File: config.mk
export PLATFORM = sky130hd
export DESIGN_NAME = exhaustive_pattern_gen
export DESIGN_NICKNAME = d
export VERILOG_FILES = /design/src/rtl/exhaustive_pattern_gen.sv
export SDC_FILE = /design/constraint.sdc
export NUM_CORES = 1
export LEC_CHECK = 0
export CAP_MARGIN = 20
export CORE_ASPECT_RATIO = 1.2
export CORE_MARGIN = 1
export CORE_UTILIZATION = 35
export DETAILED_ROUTE_END_ITERATION = 16
export DONT_BUFFER_PORTS = 1
export SYNTH_ARGS = -nofsm -noshare
export SYNTH_HDL_FRONTEND = slang
export SYNTH_SLANG_ARGS = --single-unit
File: constraint.sdc
create_clock -name clk -period 2.8 [get_ports clk]
set_clock_uncertainty 0.1 [all_clocks]
set_input_delay 0.56 -clock clk [delete_from_list [all_inputs] [get_ports clk]]
set_output_delay 0.56 -clock clk [all_outputs]
set_load 0.03 [all_outputs]
File: src/rtl/exhaustive_pattern_gen.sv
// exhaustive_pattern_gen: steps an IN_W-bit pattern through all 2^IN_W codes,
// holding each code for DWELL cycles and strobing sample_stb on the last dwell
// cycle of every code. busy/done track the run.
// Optional signature compaction of obs is enabled by defining PAT_GEN_MISR_EN.
module exhaustive_pattern_gen #(
    parameter int unsigned       IN_W     = 3,
    parameter int unsigned       OUT_W    = 2,
    parameter int unsigned       DWELL    = 100,
    parameter int unsigned       SIG_W    = 8,
    parameter logic [SIG_W-1:0]  SIG_POLY = 8'h1D
) (
    input  logic             clk,
    input  logic             rst,
    input  logic             start,
    input  logic             hold,
    output logic [IN_W-1:0]  pat,
    input  logic [OUT_W-1:0] obs,
    output logic             sample_stb,
    output logic             busy,
    output logic             done,
    output logic [SIG_W-1:0] sig
);

    localparam int unsigned     CW   = (DWELL > 1) ? $clog2(DWELL) : 1;
    localparam logic [CW-1:0]   LAST = CW'(DWELL - 1);

    typedef enum logic [1:0] {
        S_IDLE,
        S_RUN,
        S_DONE
    } state_t;

    state_t           state_q, state_d;
    logic [IN_W-1:0]  pat_q,   pat_d;
    logic [CW-1:0]    cnt_q,   cnt_d;
    logic             stb_q,   stb_d;
    logic [SIG_W-1:0] sig_q,   sig_d;
    logic [SIG_W-1:0] misr_next;

`ifdef PAT_GEN_MISR_EN
    // Signature step: shift left with polynomial feedback, fold in obs.
    assign misr_next = {sig_q[SIG_W-2:0], 1'b0}
                     ^ (sig_q[SIG_W-1] ? SIG_POLY : '0)
                     ^ SIG_W'(obs);
`else
    logic unused_misr;
    assign unused_misr = ^{obs, SIG_POLY};
    assign misr_next   = '0;
`endif

    // Next-state: start handling, dwell counting, pattern advance and end of run.
    always_comb begin
        state_d = state_q;
        pat_d   = pat_q;
        cnt_d   = cnt_q;
        sig_d   = sig_q;
        unique case (state_q)
            S_IDLE, S_DONE: begin
                if (start) begin
                    state_d = S_RUN;
                    pat_d   = '0;
                    cnt_d   = '0;
                    sig_d   = '0;
                end
            end
            S_RUN: begin
                if (!hold) begin
                    if (cnt_q == LAST) begin
                        sig_d = misr_next;
                        cnt_d = '0;
                        pat_d = pat_q + 1'b1;
                        if (pat_q == '1) begin
                            state_d = S_DONE;
                        end
                    end else begin
                        cnt_d = cnt_q + 1'b1;
                    end
                end
            end
            default: state_d = S_IDLE;
        endcase
        // Strobe is precomputed one cycle ahead so it comes straight from a flop.
        stb_d = (state_d == S_RUN) && (cnt_d == LAST);
    end

    // State and datapath registers with synchronous reset.
    always_ff @(posedge clk) begin
        if (rst) begin
            state_q <= S_IDLE;
            pat_q   <= '0;
            cnt_q   <= '0;
            stb_q   <= 1'b0;
            sig_q   <= '0;
        end else begin
            state_q <= state_d;
            pat_q   <= pat_d;
            cnt_q   <= cnt_d;
            stb_q   <= stb_d;
            sig_q   <= sig_d;
        end
    end

    // The registered strobe is masked while hold pauses the sequencer.
    assign sample_stb = stb_q & ~hold;
    assign busy       = (state_q == S_RUN);
    assign done       = (state_q == S_DONE);
    assign pat        = pat_q;
    assign sig        = sig_q;

endmodule
==> results.cfg, run 1 <==
[run_status]
outcome = finished, final reports clean

[cells_and_area]
seqCellArea_um2 = 260
fill_cells = 259
drive_gt1_share_pct = 7.92
final_cells = 132
syn2layout_area_growth_pct = 0.451
fin_nets = 111
multi_input_area_um2 = 503
n_antenna_cell = 0

[global_route]
grt.total_usage_pct = 15.0
overflow = 0
grt_antenna_before_repair = 0
grt_max_degree = 13
grt_pass1_vias = 704
grt_pass1_wl_mm = 2.88

[pwr]
powerDensity_mw_per_mm2 = 420
clkPwrFrac_pct = 33.4
p_leak_nw = 0.314
finalPower_uw = 351
swShare_pct = 28.6
peakVddDrop_v = 0.000231
pwr-share-seq_pct = 53.8
p_sw_uw = 100
p_comb_share_pct = 12.8
power.internal_uw = 251

[synthesis]
synth-compound-area-share_pct = 20.5
yosysWarnings = 0
synth_seq_cells = 13
yosysSeqAreaShare_pct = 31.3
synth_adder_area_share_pct = 4.51
synth_cell_types = 40
syn_area_um2 = 832
synth-async-reset-ratio_pct = 0
synth-xor-area-share_pct = 2.11
postSynthAreaPerCell_um2 = 8.00
synth_top_family_by_area = simple AND/OR/NAND/NOR gates
syn_inst = 104
yosys.area_share.simple_pct = 29.8
ys.flop_type = dfxtp_1
muxShareOfSynthArea_pct = 0
synth-edff-count = 0

[sta]
finalMaxSlewViolations = 0
setup_violations = 0
max_freq_mhz = 509
slew_headroom_pct = 57.6
rsz0062_at_grt = false
worst_hold_slack_ns = 0.240
finalCriticalPeriod_ns = 1.96
fin_crit_sh_pct = 70.2
fin_ws_ns = 0.835
tightest_slew_ns = 0.635
hold_viol = 0
fin_setup_tns_ns = 0

[drt]
via_count = 716
vias_per_cell = 5.42
routed_wl_mm = 1.69
wl_per_cell_um = 12.8
ant_nets = 0
firstDrtPassIters = 4
drt-initial-drc-count = 15
drc = 0

[cts]
cts_setup_buffers = 0
clk_pin_slew_ns = 0.08
clk_latency_ns = 0.28
cts_max_level = 1
cts_buffers = 3
cts_sinks = 13
cts_buffer_depth = 2
cts.root.buffer_cell = clkbuf_4
postCtsHoldBufs = 0
tritoncts = yes
cts_resized = 0

[setup_path]
critical_path_peak_fanout = 10
arrival_ns = 2.09
crit_path_max_incr_delay_ns = 0.34
critPathBufInv = 1
crit_chain = nand2b_1 > inv_2 > a311oi_1 > a41oi_1 > o31ai_1 > and4_1
end_kind = register
crit_path_top_delay_cell = nand2b_1
critPathKind = register to register
crit_required_ns = 2.92
crit_path_start_kind = register
cp_top_family = compound AO/OA/AOI/OAI gates

[floorplan]
initial_core_util_pct = 36.8
num_rows = 19
die_w_um = 46.5
die_area_mm2 = 0.00258
die_height_um = 55.4
core-area_mm2 = 0.00226
io_pins = 20

[place]
gp_congestion = 0.768
portBuffers = 0
dp_slack_ns = 0.851
dp.cells = 128
hpwl_mm = 1.27

[job]
cap_violations = 0

[min_path]
hold_path_class = input pin to register
-- final timing paths --
kind | cells after the start | to | slack, ns | startpoint
hold reg to reg | 2 | cnt_q[1]$_SDFF_PP0_ | 0.44 | cnt_q[1]$_SDFF_PP0_
setup reg to reg | 6 | stb_q$_SDFF_PP0_ | 0.84 | state_q[1]$_SDFF_PP0_
setup / recovery | 6 | stb_q$_SDFF_PP0_ | 0.84 | state_q[1]$_SDFF_PP0_
hold / removal | 1 | cnt_q[5]$_SDFF_PP0_ | 0.24 | rst
-- power by group through the flow --
stage	Combinational [mW]	Clock, mW	Sequential [mW]
detailed placement	0.0446	0	0.193
CTS	0.0448	0.121	0.189
floorplan	0.0516	0	0.193
finish	0.0448	0.117	0.189
global route	0.0493	0.127	0.189
global placement	0.0448	0	0.193
-- cell type report --
type,count,share of cell area (%)
Sequential cell,13,31.1
Tap cell,31,4.64
Inverter,2,0.898
Multi-Input combinational cell,82,60.2
Clock buffer,4,3.14
-- registers in the layout, indices dropped and copies added, names as in the netlist --
name     flops
state_q      2
pat          3
stb_q        1
cnt_q        7
-- cell usage in the layout, fill, tap and decap left out, drive strengths merged, types with 3 or more instances in the layout --
master and n:
dfxtp 13, a21oi 8, conb 8, nand2b 3, nand2 9, nor2b 3, nand3 6, nor2 9
clkbuf 4, ha 3
-- per-layer routing --
metal	GRT usage, %	up-vias	part of all wire (%)
met2	23.0	17	48
met5	0	-	0
met1	18.6	340	45
met3	2.61	5	4.7
met4	9.24	0	2.2
li1	-	354	-
-- kinds of logic (layout without fill, tap and decap cells) --
logic type | count (synthesis) | in the layout
flops | 13 | 13
xor+xnor | 2 | 2
simple gates | 44 | 44
compound gates | 25 | 25
other cells | 1 | 8
fa+ha+maj | 3 | 3
buf+inv | 16 | 6
-- synthesized netlist by cell type (2+ instances only) --
cell	n	area share [%]
o211ai_1	2	1.8
a311oi_1	2	2.1
buf_4	8	7.2
dfxtp_1	13	31
nand2b_1	3	2.3
a21oi_1	8	4.8
clkbuf_1	2	0.90
a21o_1	2	1.8
nor2_1	9	4.1
nor2b_1	3	2.3
nand4b_1	2	2.1
o21ai_0	2	1.2
nor3_1	2	1.2
a22oi_1	2	1.8
xnor2_1	2	2.1
nand2_1	9	4.1
buf_2	3	1.8
ha_1	3	4.5
nand3_1	6	3.6
-- through the flow --
stage / cell area (um2) / util [%]
floorplan: 858 / -
global placement: 810 / 35.8
detailed placement: 810 / 35.8
CTS: 836 / 37.0
global route: 836 / 37.0
finish: 836 / 37.0
Note: power is estimated with default switching activity, not from simulation.
==> run 2, diff against run 1 <==
==> constraint.sdc (replaced) <==
create_clock -name clk -period 1.59 [get_ports clk]
set_clock_uncertainty 0.1 [all_clocks]
set_input_delay 0.318 -clock clk [delete_from_list [all_inputs] [get_ports clk]]
set_output_delay 0.318 -clock clk [all_outputs]
set_load 0.03 [all_outputs]
==> results.cfg, run 2 (same netlist as run 1, synthesis figures left out) <==
[floorplan]
core-area_mm2 = 0.00226
io_pins = 20
num_rows = 19
die_area_mm2 = 0.00258
initial_core_util_pct = 36.8
die_height_um = 55.4
die_w_um = 46.5

[cts]
clk_pin_slew_ns = 0.09
tritoncts = yes
clk_latency_ns = 0.29
cts.root.buffer_cell = clkbuf_4
cts_buffers = 3
cts_max_level = 1
cts_sinks = 13
cts_buffer_depth = 2

[cells_and_area]
max_flop_register = cnt_q
syn2layout_area_growth_pct = 41.2
final_cell_mix = 28 x buf_4, 9 x nor2_1, 9 x dfxtp_1
largest_reg_flops = 7
fin_nets = 142
n_antenna_cell = 0
fill_cells = 216
drive_gt1_share_pct = 40.2
final_common_cell = buf_4
final_cells = 163

[sta]
hold_viol = 0
fin_setup_tns_ns = -0.242
finalMaxSlewViolations = 0
max_freq_mhz = 564
finalCriticalPeriod_ns = 1.77
fin_ws_ns = -0.182
rsz0062_at_grt = true
fin_crit_sh_pct = 111
setup_violations = 3

[drt]
routed_wl_mm = 2.25
vias_per_cell = 5.29
ant_nets = 0
drt-initial-drc-count = 20
firstDrtPassIters = 4
via_count = 862
wl_per_cell_um = 13.8
drc = 0

[run_status]
outcome = finished, violations left
violations = negative setup slack

[global_route]
grt_max_degree = 13
grt.total_usage_pct = 19.3
overflow = 0
grt_pass1_wl_mm = 3.54
grt_pass1_vias = 832
grt_antenna_before_repair = 0

[setup_path]
crit_path_max_incr_delay_ns = 0.38
crit_required_ns = 1.72
arrival_ns = 1.90
critPathBufInv = 0
setup.worst_path.start = cnt_q[1]$_SDFF_PP0_
end_kind = register
crit_path_start_kind = register
crit_path_top_delay_cell = or3_1
critical_path_peak_fanout = 3
timing.rr.start = cnt_q[1]$_SDFF_PP0_
critPathKind = register to register
cp_top_family = simple AND/OR/NAND/NOR gates
crit_chain = ha_4 > and4b_2 > nand3_2 > or3_1 > a32oi_1 > and4_1

[place]
dp_slack_ns = -0.139
portBuffers = 0
gp_congestion = 0.833
dp.cells = 157
hpwl_mm = 1.66

[pwr]
p_leak_nw = 0.495
finalPower_uw = 689
peakVddDrop_v = 0.000556
powerDensity_mw_per_mm2 = 586

[min_path]
hold_path_class = input pin to register
worstHoldStart = hold

[job]
cap_violations = 0
[run 2: cell types whose count changed in the layout (fill, tap and decap cells not counted), moves of 2 or more]
cell and change:
buf_6 +2, a21oi_1 -2, dfxtp_1 -4, a311oi_1 -2, dfxtp_2 +4, buf_4 +28
[run 2: cell type report]
cell class	instances	area [um2]	share of cell area (%)
Clock inverter	1	5.00	0.426
Clock buffer	3	22.5	1.92
Inverter	2	7.51	0.639
Tap cell	31	38.8	3.30
Timing Repair Buffer	31	243	20.7
Multi-Input combinational cell	82	593	50.5
Sequential cell	13	265	22.6
[run 2: metal layers]
| metal | GRT usage (%) | up-vias | wire length (um) |
|---|---|---|---|
| met4 | 11.8 | 0 | 39 |
| met5 | 0 | - | 0 |
| met2 | 31.5 | 23 | 1240 |
| li1 | - | 417 | - |
| met3 | 4.25 | 5 | 68 |
| met1 | 21.3 | 417 | 909 |
[run 2: final timing paths]
path,endpoint,slack (ns),cells after the start
worst max register to register,stb_q$_SDFF_PP0_,-0.18,6
worst min-delay path,cnt_q[1]$_SDFF_PP0_,0.09,3
worst min register to register,cnt_q[3]$_SDFF_PP0_,0.45,2
worst max-delay path,stb_q$_SDFF_PP0_,-0.18,6
[run 2: power breakdown]
part           internal (mW)  switching [mW]
Sequential             0.330         0.00415
Clock                 0.0936           0.121
Combinational         0.0528          0.0872
[run 2: repair_timing]
| action | 4_1_cts | 5_1_grt |
|---|---|---|
| endpoints found under the hold margin | 11 | 11 |
| resized for setup | 4 | 15 |
| cloned | 0 | 0 |
| pin swaps | 1 | 10 |
| setup endpoints to repair | 6 | 9 |
| buffers inserted | 1 | 0 |
[run 2: through the flow]
stage                     cell area, um2  hold WS, ns  utilization [%]
final                               1170       0.0908             52.0
after global routing                1170       0.0741             52.0
after CTS                           1110      -0.0278             49.0
after detailed placement            1050        0.286             46.4
after global placement              1050        0.285             46.4
after floorplan                      888        0.295                -
[run 2: worst register-to-register path, stage by stage (launching register included)]
cell and delay [ns]:
dfxtp_2 0.37, ha_4 0.14, and4b_2 0.23, nand3_2 0.09
or3_1 0.38, a32oi_1 0.21, and4_1 0.19
==> variant (config.mk and constraints of run 2) <==
`IN_W`: 3 -> 6.
--- a/src/rtl/exhaustive_pattern_gen.sv
+++ b/src/rtl/exhaustive_pattern_gen.sv
@@ -5,3 +5,3 @@
 module exhaustive_pattern_gen #(
-    parameter int unsigned       IN_W     = 3,
+    parameter int unsigned       IN_W     = 6,
     parameter int unsigned       OUT_W    = 2,
Interface: changed (resized pat); port bits go from 20 to 23. No check against the original RTL was run, so the function may have changed too.
==> variant against run 2 <==
Sequential cell count rose by 3. Sequential power increased by 24%. Highest routed layer unchanged. Total power increased by 24%. Worst setup slack improved by 27 ps. The run still ends with setup timing left. Routed wire length grew 7.6%. Maximum frequency is 1.6% higher. First-iteration DRC count shrank 20%. Final area increased by 14%. Critical endpoint is now pat[5]$_SDFFE_PP0P_. Largest cell class unchanged. Worst hold slack gained 18 ps. Area after synthesis rose by 17%. Combinational power increased by 9%. Cell count is 6.1% higher.
==> variant: results <==
[logic_synthesis]
synth_compound_area_share_pct = 24.9
syn_inst = 110
synth_xor_xnor_area_share_pct = 0.902
seq_area_frac_synth_pct = 33.0
netlist_top_cells_count = dfxtp_1 (16), a21oi_1 (10), buf_4 (8), nand2_1 (8), nor2_1 (8)
synth.mux.area_fraction_pct = 1.03
synthAdderAreaFrac_pct = 2.58
synth.top_cells.by_area = dfxtp_1 (33%), buf_4 (6.2%), a21oi_1 (5.2%)
yosysUniqueCellTypes = 44

[clocking]
cts_setup_buffers = 2
clk_latency_ps = 310
clk_pin_slew_ps = 110
cts_resized = 7

[routing]
drt-pass1-iter-count = 6
vias = 924
wl_per_cell_um = 14.0
drtIter0Drc = 16

[pwr]
power_switching_mw = 0.253
cellLeakagePower_nw = 0.499
ir_drop_v = 0.000513

[setup_path]
worst-endpoint-arrival_ps = 1840

[global_route]
grt_pass1_wl_um = 3860
track_usage_pct = 17.2
grt_pass1_vias = 883

[placed_design]
placed_cells = 165
pre_cts_slack_ps = -100
dp_hpwl_um = 1700
placed_area_mm2 = 0.00119
gp_congestion = 0.799

[layout]
final_cells = 173
finalNetCount = 149

[status]
outcome = finished with violations
violations = setup timing

[min_path]
min_from = start

[sta]
fin_crit_ps = 1740
setup_tns_ps = -443
layout_setup_ws_ps = -155
setup_violations = 6
## variant: cell types whose count changed after synthesis, moves of 2 or more
cell,delta
a211oi_1,+2
or3_2,+3
a21oi_1,+2
buf_2,-3
dfxtp_1,+3
nand2b_1,-2
inv_1,+2
a211o_2,+2
xnor2_1,-2
or3b_2,+2
a21o_1,-2
## variant: worst max-delay path, cell delays in order (launching register included)
cell and delay [ps]:
dfxtp_2 370, ha_4 140, nor3b_4 290, a31oi_4 190
buf_4 180, o31ai_2 270, a21oi_2 90
## variant: worst max path at each step
stage               depth (start not counted)  slack (ps)                  end                 from
CTS                                         5         -90  pat[5]$_SDFFE_PP0P_  cnt_q[1]$_SDFF_PP0_
detailed placement                          5        -100  pat[5]$_SDFFE_PP0P_  cnt_q[1]$_SDFF_PP0_
floorplan                                   5         -50  pat[5]$_SDFFE_PP0P_  cnt_q[0]$_SDFF_PP0_
global placement                            5         -70  pat[5]$_SDFFE_PP0P_  cnt_q[1]$_SDFF_PP0_
finish                                      6        -150  pat[5]$_SDFFE_PP0P_  cnt_q[1]$_SDFF_PP0_
global route                                6        -190  pat[5]$_SDFFE_PP0P_  cnt_q[1]$_SDFF_PP0_
## variant: layout make-up
class,instances,area (um2)
multi-input combinational,87,694
clock buffer,4,36.3
tap,33,41.3
inverter,4,20.0
timing repair buffer,29,224
fill,260,1240
sequential,16,325
## variant: power groups by stage
stage	Sequential, mW	Combinational [mW]	Clock [mW]
floorplan	0.429	0.106	0
global placement	0.422	0.130	0
detailed placement	0.422	0.131	0
CTS	0.414	0.144	0.288
global route	0.415	0.163	0.301
finish	0.414	0.152	0.289
## variant: routing by layer
layer | GRT usage [%] | part of all wire (%)
met1 | 21.3 | 44
met2 | 29.0 | 50
met3 | 2.80 | 3.7
met4 | 8.57 | 1.9
met5 | 0 | 0
